--- src/rtl/lcd_pkg.sv ---
// lcd_pkg: shared types and constants for the 8080-style LCD write path.
//   lcd_state_t  - writer FSM states (the reset-sequence states are only
//                  reachable when LCD_RESET_SEQ_EN is defined)
//   DC_CMD/DC_DATA - levels of the data/command select line
//   DEF_*        - default bus width and timing values
//   cnt_width()  - width of the shared state timer, sized so it can hold
//                  the largest (timing value - 1) it is ever loaded with
package lcd_pkg;

  typedef enum logic [2:0] {
    ST_RST_LOW,
    ST_RST_WAIT,
    ST_IDLE,
    ST_SETUP,
    ST_WR_LOW,
    ST_WR_HIGH
  } lcd_state_t;

  localparam logic DC_CMD  = 1'b0;
  localparam logic DC_DATA = 1'b1;

  localparam int DEF_DATA_W       = 16;
  localparam int DEF_T_SETUP      = 1;
  localparam int DEF_T_WRL        = 2;
  localparam int DEF_T_WRH        = 2;
  localparam int DEF_RST_LOW_CYC  = 500;
  localparam int DEF_RST_WAIT_CYC = 6000000;

  // The timer is loaded with (cycles - 1), so it needs $clog2(max) bits;
  // never let the width collapse to zero.
  function automatic int cnt_width(input int a, input int b, input int c,
                                   input int d, input int e);
    int m;
    m = a;
    if (b > m) m = b;
    if (c > m) m = c;
    if (d > m) m = d;
    if (e > m) m = e;
    return (m < 2) ? 1 : $clog2(m);
  endfunction

endpackage

--- src/rtl/lcd_timer.sv ---
// lcd_timer: loadable down-counter shared by every FSM state.
//   clk        in  system clock
//   load       in  load load_value (has priority over counting)
//   load_value in  value loaded; a state lasting N cycles loads N-1
//   en         in  count down by one, saturating at zero
//   zero       out counter is zero, i.e. the current state's last cycle
// There is no reset port: the owner asserts load during its own reset.
module lcd_timer #(
  parameter int W = 8
) (
  input  logic         clk,
  input  logic         load,
  input  logic [W-1:0] load_value,
  input  logic         en,
  output logic         zero
);

  logic [W-1:0] count;

  // Load wins; otherwise count down and park at zero.
  always_ff @(posedge clk) begin
    if (load) begin
      count <= load_value;
    end else if (en && (count != '0)) begin
      count <= count - 1'b1;
    end
  end

  assign zero = (count == '0);

endmodule

--- src/rtl/lcd_8080_writer.sv ---
// lcd_8080_writer: turns a valid/ready stream of 16-bit command/pixel words
// into timed 8080-style write cycles on the LCD pins.
//   clk, reset      system clock, synchronous active-high reset
//   in_valid/in_ready/in_data/in_dc  input word stream (in_dc: 0 cmd, 1 data)
//   lcd_on_en       panel/backlight enable request, mirrored on lcd_on
//   hw_reset_req    pulse: rerun the panel reset sequence
//   busy            FSM not idle
//   lcd_cs_n, lcd_dc_n, lcd_wr_n, lcd_rd_n, lcd_data, lcd_on, lcd_reset_n
//                   registered panel pins
// Optional feature macro: LCD_RESET_SEQ_EN enables the panel hardware reset
// sequence (RST_LOW/RST_WAIT states and hw_reset_req). Without it the FSM
// starts in IDLE, lcd_reset_n stays high and hw_reset_req is ignored.
module lcd_8080_writer
  import lcd_pkg::*;
#(
  parameter int DATA_W       = DEF_DATA_W,
  parameter int T_SETUP      = DEF_T_SETUP,
  parameter int T_WRL        = DEF_T_WRL,
  parameter int T_WRH        = DEF_T_WRH,
  parameter int RST_LOW_CYC  = DEF_RST_LOW_CYC,
  parameter int RST_WAIT_CYC = DEF_RST_WAIT_CYC
) (
  input  logic              clk,
  input  logic              reset,
  input  logic              in_valid,
  output logic              in_ready,
  input  logic [DATA_W-1:0] in_data,
  input  logic              in_dc,
  input  logic              lcd_on_en,
  input  logic              hw_reset_req,
  output logic              busy,
  output logic              lcd_cs_n,
  output logic              lcd_dc_n,
  output logic              lcd_wr_n,
  output logic              lcd_rd_n,
  output logic [DATA_W-1:0] lcd_data,
  output logic              lcd_on,
  output logic              lcd_reset_n
);

  localparam int CNT_W = cnt_width(T_SETUP, T_WRL, T_WRH, RST_LOW_CYC, RST_WAIT_CYC);

  localparam logic [CNT_W-1:0] LD_SETUP    = CNT_W'(T_SETUP - 1);
  localparam logic [CNT_W-1:0] LD_WRL      = CNT_W'(T_WRL - 1);
  localparam logic [CNT_W-1:0] LD_WRH      = CNT_W'(T_WRH - 1);
  localparam logic [CNT_W-1:0] LD_RST_LOW  = CNT_W'(RST_LOW_CYC - 1);
  localparam logic [CNT_W-1:0] LD_RST_WAIT = CNT_W'(RST_WAIT_CYC - 1);

`ifdef LCD_RESET_SEQ_EN
  localparam lcd_state_t       RESET_STATE = ST_RST_LOW;
  localparam logic [CNT_W-1:0] RESET_LOAD  = LD_RST_LOW;
  localparam logic             RESET_RSTN  = 1'b0;
`else
  localparam lcd_state_t       RESET_STATE = ST_IDLE;
  localparam logic [CNT_W-1:0] RESET_LOAD  = '0;
  localparam logic             RESET_RSTN  = 1'b1;
`endif

  lcd_state_t       state;
  lcd_state_t       next_state;
  logic             step_load;
  logic [CNT_W-1:0] step_value;
  logic             accept;
  logic             enter_rst;
  logic             last;
  logic             pending;

  // The timer is reloaded on every state change and on reset, so its zero
  // flag always marks the last cycle of the current state.
  lcd_timer #(
    .W(CNT_W)
  ) u_timer (
    .clk       (clk),
    .load      (step_load | reset),
    .load_value(reset ? RESET_LOAD : step_value),
    .en        (1'b1),
    .zero      (last)
  );

`ifdef LCD_RESET_SEQ_EN
  // A reset request is remembered until the FSM can honour it at a word
  // boundary; a fresh request beats the clear so none is lost.
  always_ff @(posedge clk) begin
    if (reset) begin
      pending <= 1'b0;
    end else if (hw_reset_req) begin
      pending <= 1'b1;
    end else if (enter_rst) begin
      pending <= 1'b0;
    end
  end
`else
  logic unused_hw_reset_req;
  assign unused_hw_reset_req = hw_reset_req;
  assign pending = 1'b0;
`endif

  // Words are taken in IDLE or in the last WR_HIGH cycle (back-to-back),
  // never while a panel reset is waiting to start.
  assign in_ready = ~pending & ((state == ST_IDLE) | ((state == ST_WR_HIGH) & last));

  // Next-state logic; each transition also reloads the timer for the new state.
  always_comb begin
    next_state = state;
    step_load  = 1'b0;
    step_value = '0;
    accept     = 1'b0;
    enter_rst  = 1'b0;
    case (state)
      ST_RST_LOW: begin
        if (last) begin
          next_state = ST_RST_WAIT;
          step_load  = 1'b1;
          step_value = LD_RST_WAIT;
        end
      end
      ST_RST_WAIT: begin
        if (last) next_state = ST_IDLE;
      end
      ST_IDLE, ST_WR_HIGH: begin
        if ((state == ST_IDLE) || last) begin
          if (pending) begin
            next_state = ST_RST_LOW;
            step_load  = 1'b1;
            step_value = LD_RST_LOW;
            enter_rst  = 1'b1;
          end else if (in_valid) begin
            next_state = ST_SETUP;
            step_load  = 1'b1;
            step_value = LD_SETUP;
            accept     = 1'b1;
          end else begin
            next_state = ST_IDLE;
          end
        end
      end
      ST_SETUP: begin
        if (last) begin
          next_state = ST_WR_LOW;
          step_load  = 1'b1;
          step_value = LD_WRL;
        end
      end
      ST_WR_LOW: begin
        if (last) begin
          next_state = ST_WR_HIGH;
          step_load  = 1'b1;
          step_value = LD_WRH;
        end
      end
      default: next_state = ST_IDLE;
    endcase
  end

  // State and pin registers. Pins are derived from the next state so they
  // change on the same edge as the state they belong to; data/dc only move
  // when a word is accepted, i.e. on entry to SETUP.
  always_ff @(posedge clk) begin
    if (reset) begin
      state       <= RESET_STATE;
      lcd_cs_n    <= 1'b1;
      lcd_wr_n    <= 1'b1;
      lcd_rd_n    <= 1'b1;
      lcd_dc_n    <= 1'b1;
      lcd_data    <= '0;
      lcd_on      <= 1'b0;
      busy        <= 1'b0;
      lcd_reset_n <= RESET_RSTN;
    end else begin
      state       <= next_state;
      lcd_cs_n    <= ~((next_state == ST_SETUP) | (next_state == ST_WR_LOW) |
                       (next_state == ST_WR_HIGH));
      lcd_wr_n    <= (next_state != ST_WR_LOW);
      lcd_rd_n    <= 1'b1;
      busy        <= (next_state != ST_IDLE);
      lcd_on      <= lcd_on_en;
      lcd_reset_n <= (next_state != ST_RST_LOW);
      if (accept) begin
        lcd_data <= in_data;
        lcd_dc_n <= in_dc;
      end
    end
  end

endmodule
--- config.mk ---
export PLATFORM = sky130hd
export DESIGN_NAME = lcd_8080_writer
export DESIGN_NICKNAME = d
export VERILOG_FILES = /design/src/rtl/lcd_pkg.sv /design/src/rtl/lcd_timer.sv /design/src/rtl/lcd_8080_writer.sv
export SDC_FILE = /design/constraint.sdc
export NUM_CORES = 1
export LEC_CHECK = 0
export ABC_AREA = 1
export CAP_MARGIN = 5
export CORE_MARGIN = 10
export CORE_UTILIZATION = 52
export DETAILED_ROUTE_END_ITERATION = 6
export PLACE_DENSITY = 0.79
export SYNTH_ARGS = -nofsm -noshare
export SYNTH_HDL_FRONTEND = slang
export SYNTH_SLANG_ARGS = --single-unit
export TNS_END_PERCENT = 30
--- constraint.sdc ---
create_clock -name clk -period 2.5 [get_ports clk]
set_input_delay 0.25 -clock clk [delete_from_list [all_inputs] [get_ports clk]]
set_output_delay 0.25 -clock clk [all_outputs]
set_load 0.02 [all_outputs]
Yosys cells after proc, flatten, opt, wreduce, memory -nomap -nowiden
Cells that the tools add are included.
{"block": "op_classes", "addsub": 1, "eq_ne": 10, "mux": 18, "bitwise": 6, "n_reduce_logical": 9}
{"operator": "$mux W23", "count": 4}
{"operator": "$pmux W23 S2", "count": 1}
{"operator": "$logic_not A23 Y1", "count": 1}
{"operator": "$reduce_bool A23 Y1", "count": 1}
{"operator": "$sub A23 B1 Y23 const B", "count": 1}
{"operator": "$mux W3", "count": 5}
{"operator": "$pmux W3 S5", "count": 1}
{"operator": "$eq A3 B3 Y1 const B", "count": 4}
{"operator": "$eq A3 B2 Y1 const B", "count": 3}
{"operator": "$mux W1", "count": 6}
{"operator": "$or A1 B1 Y1", "count": 4}
{"operator": "$reduce_or A2 Y1", "count": 2}
{"operator": "$eq A3 B1 Y1 const B", "count": 1}
{"operator": "$logic_not A3 Y1", "count": 1}
{"operator": "$ne A3 B2 Y1 const B", "count": 1}
{"operator": "$ne A3 B3 Y1 const B", "count": 1}
{"operator": "$reduce_bool A3 Y1", "count": 1}
{"operator": "$reduce_or A3 Y1", "count": 1}
{"operator": "$pmux W1 S2", "count": 1}
{"operator": "$reduce_bool A2 Y1", "count": 1}
{"operator": "$and A1 B1 Y1", "count": 1}
{"operator": "$logic_or A1 B1 Y1", "count": 1}
{"operator": "$not A1 Y1", "count": 1}
{"block": "word_totals", "ff_bits": 48, "output_inout_bits": 24, "wordCells": 53}

Depth between registers and ports, before layout
{"block": "depth", "depth_word": 8, "mapped_depth": 12, "mapped_depth_nobuf": 12}

Hierarchy
A second synthesis with hierarchy kept.
{"block": "unflattened", "cells_unflattened": 350, "hier_area_um2": 2706.3}
{"mod": "lcd_timer", "instances": 1, "cells_each": 222, "area_per_inst_um2": 1620.3}
{"mod": "lcd_8080_writer", "instances": 1, "cells_each": 128, "area_per_inst_um2": 1086.0}

Least setup slack after synthesis
Ideal clock, no wire load.
{"block": "synth_path", "path_type": "register -> register", "from": "reg u_timer.count[0]", "to": "reg u_timer.count[0], enable pin", "setup_time_ns": 0.380, "t_arrival_ns": 1.881, "t_required_ns": 2.120, "path_slack_ns": 0.239, "stages_incl_launch_ff": 11, "n_path_buf": 0, "period_less_slack_ns": 2.261, "cell_sequence": "edfxtp_1 > inv_1 > ha_1 > inv_1 > nor2_1 > nand4_1 > nor2_2 > a21oi_2 > nand2_2 > inv_2 > nand2_1"}
{"block": "synth_via", "elab_chain_cells": 6}
{"item": "start: declaration", "line_no": "lcd_timer.sv:18", "text": "logic [W-1:0] count;"}
{"item": "start signal: assignment", "line_no": "lcd_timer.sv:23", "text": "count <= load_value;"}
{"item": "start signal: assignment", "line_no": "lcd_timer.sv:25", "text": "count <= count - 1'b1;"}
{"item": "$logic_not A23 Y1", "line_no": "lcd_timer.sv:29", "text": "assign zero = (count == '0);"}
{"item": "$logic_or A1 B1 Y1", "line_no": "lcd_8080_writer.sv:121", "text": "if ((state == ST_IDLE) || last) begin"}
{"item": "$mux W1", "line_no": "lcd_8080_writer.sv:121"}
{"item": "$pmux W1 S2", "line_no": "lcd_8080_writer.sv:109", "text": "case (state)"}
{"item": "$or A1 B1 Y1", "line_no": "lcd_8080_writer.sv:74", "text": ".load (step_load | reset),"}
{"item": "$reduce_bool A2 Y1 (no line) *"}
Mark *: on every way between the ends. The rest lies on a longest branch, timed or not.
A chain may end at the register's enable or synchronous reset.

Final worst setup path
{"block": "layout_path", "from": "reg u_timer.count[0]", "to": "reg u_timer.count[4], enable pin"}
The elaborated chain is that of the path after synthesis.

==> run metrics <==
Post-synth EDFFs 23; Tcrit/Tclk final 85.2%; Clock Skew 0.00881 ns; Seq/Total Area, Yosys 47.3%; # port buffers 43; drt initial violations 117; Vias/cell 4.81; CP required 2.51 ns; detailed placement HPWL 3960 um; Die Width 89.6 um; Clock Sinks 48; router iterations before antenna repair 4; Post-route DRC 0; R2R Setup Slk 0.37 ns; endpoints failing hold 0; layout cell share with drive strength beyond 1 18.0%; Slew HR 64.1%; Clock Latency Late Sink 0.30 ns; register area 1190 um2; die area 8030 um2; Core Area 4720 um2; H-tree level count 2; RSZ-0062 raised after global routing false; DIE HEIGHT 89.6 um; most frequent cell after synthesis nand2_1; Worst Tran Pin Value 0.537 ns; total number of vias 1947; CTS tree built; top-area cell type share of the netlist area 27.4%; CTS max path bufs 2; Post-synth top cells nand2_1, nor2_1, dfxtp_1; final design utilization 65.6%; clk slew on worst S/H paths 0.08 ns; Ys Warns 0; Syn Nets 315; Initial Utilization 53.3%; setup TNS 0 ns; Post-CTS Setup Bufs 0; VDD IR max 0.553 mV; CP Max Fanout 23; GPL Wtd Cong 0.789; pin count of the biggest net entering global routing 24; Layout Nets 361; vias in the first global route 2016; Synth Instances 291; max-cap viol count 0; TritonCTS Buffers 5; critical path class flip-flop to flip-flop; area grow syn2layout 23.1%; drt wl/cell 13.1 um; initial antenna violation count 0; async set or reset register ratio after synthesis 0%; Top FF cell, synth dfxtp_1; Worst setup EP type flip-flop; leakage 1.31 nW; Yosys top cell by area edfxtp_1; GRT Total Usage 14.4%; startpoint types flip-flop; Post-Route WL 5300 um; min-delay worst type input port to flip-flop; ANT nets after route 0; antenna diode count 0; fin crit period 2.13 ns; Syn Area/Cell 8.66 um2; Critical Path AT 2.14 ns; multi-input logic area 1170 um2; pwr/cell area 1280 nW/um2; Netlist cell types 34; achievable frequency 0.469 GHz; fill count 401; Top Ports 46; synthesized area 2520 um2; Synth Register Bits 48; status completed; final setup violation count 0; Core Rows 25; largest cells by area after synthesis edfxtp_1, dfxtp_1, nand2_1, nand2_2, nor2_1; Final Max Slew Viols 0; first-pass GRT wire length 9070 um; root buffer cell clkbuf_8; grt total ovfl 0
-- cells by family after synthesis --
| logic type | count (synthesis) | synth area share, % |
|---|---|---|
| and+or+nand+nor | 157 | 30.2 |
| DFF | 48 | 47.3 |
| AOI/OAI and AO/OA | 33 | 8.40 |
| buffers and inverters | 31 | 6.41 |
| xor gates and xnor gates | 19 | 6.61 |
| adders and majority gates | 2 | 0.993 |
| other | 1 | 0.149 |
-- final timing paths --
| check | startpoint | endpoint | cells past startpoint |
|---|---|---|---|
| setup reg to reg | u_timer.count[0]$_DFFE_PP_ | u_timer.count[4]$_DFFE_PP_ | 11 |
| setup / recovery | u_timer.count[0]$_DFFE_PP_ | u_timer.count[4]$_DFFE_PP_ | 11 |
| hold / removal | lcd_on_en | lcd_on$_SDFF_PP0_ | 3 |
| hold reg to reg | lcd_data[15]$_SDFFE_PP0P_ | lcd_data[15]$_SDFFE_PP0P_ | 2 |
-- stage by stage --
step	setup WS, ns	hold WS (ns)	power, mW	std cells	area, um2
5_1_grt	0.205	0.457	4.34	405	3100
3_5_place_dp	0.365	0.457	3.49	397	3000
2_1_floorplan	0.239	0.357	3.00	291	2520
6_report	0.369	0.455	3.97	405	3100
4_1_cts	0.0405	0.442	4.01	405	3100
3_3_place_gp	0.384	0.450	3.45	397	3000
-- what timing repair did --
action                                  CTS  global route
endpoints found under the setup margin    0             1
hold buffers                              0             0
resized for setup                         0             1
-- metal layers --
layer | up-vias | track usage [%] | share of wire, %
met1 | 863 | 15.9 | 40
met2 | 52 | 23.7 | 48
met4 | 0 | 4.19 | 1.1
met3 | 7 | 7.58 | 11
met5 | - | 0 | 0
li1 | 1025 | - | -
-- sequential cells by signal, summed over array words and instances (netlist names) --
register       cells
lcd_reset_n        1
state              3
lcd_dc_n           1
lcd_cs_n           1
lcd_on             1
u_timer.count     23
busy               1
lcd_wr_n           1
lcd_data          16
-- power by group --
group	internal [mW]	switching (mW)	total, mW
registers	1.13	0.203	1.33
logic	0.852	1.29	2.14
clock network	0.241	0.251	0.492
total	2.22	1.74	3.97
-- final cells by class --
class	count	share of cell area, %
tap	67	2.70
inverter	23	2.83
multi-input combinational	212	37.6
sequential	48	38.4
timing repair buffer	47	15.3
clock buffer	8	3.07
-- layout by cell type, fill, tap and decap left out, types with 3 or more instances in the layout --
cell type | netlist | routed
xor2_1 | 8 | 8
inv_1 | 21 | 21
nand4_1 | 4 | 4
clkdlybuf4s50_1 | 0 | 42
nor2_1 | 35 | 35
dfxtp_1 | 25 | 25
nor2_2 | 7 | 7
nand3_1 | 9 | 9
clkbuf_8 | 0 | 6
nand2_2 | 23 | 23
a21oi_2 | 11 | 11
xnor2_1 | 11 | 11
nand2_1 | 66 | 66
buf_4 | 1 | 3
o21ai_0 | 10 | 10
edfxtp_1 | 23 | 23
a21oi_1 | 10 | 10
-- worst max-delay path, cell delays in order, from the launching register on --
cell and delay [ns]:
edfxtp_1 0.47, inv_1 0.14, ha_1 0.17, inv_1 0.04, nor2_1 0.13, nand4_1 0.16, nor2_2 0.18, a21oi_2 0.08
nand2_2 0.08, inv_2 0.08, nand2_1 0.11, buf_12 0.18
(Power assumes the default switching activity.)
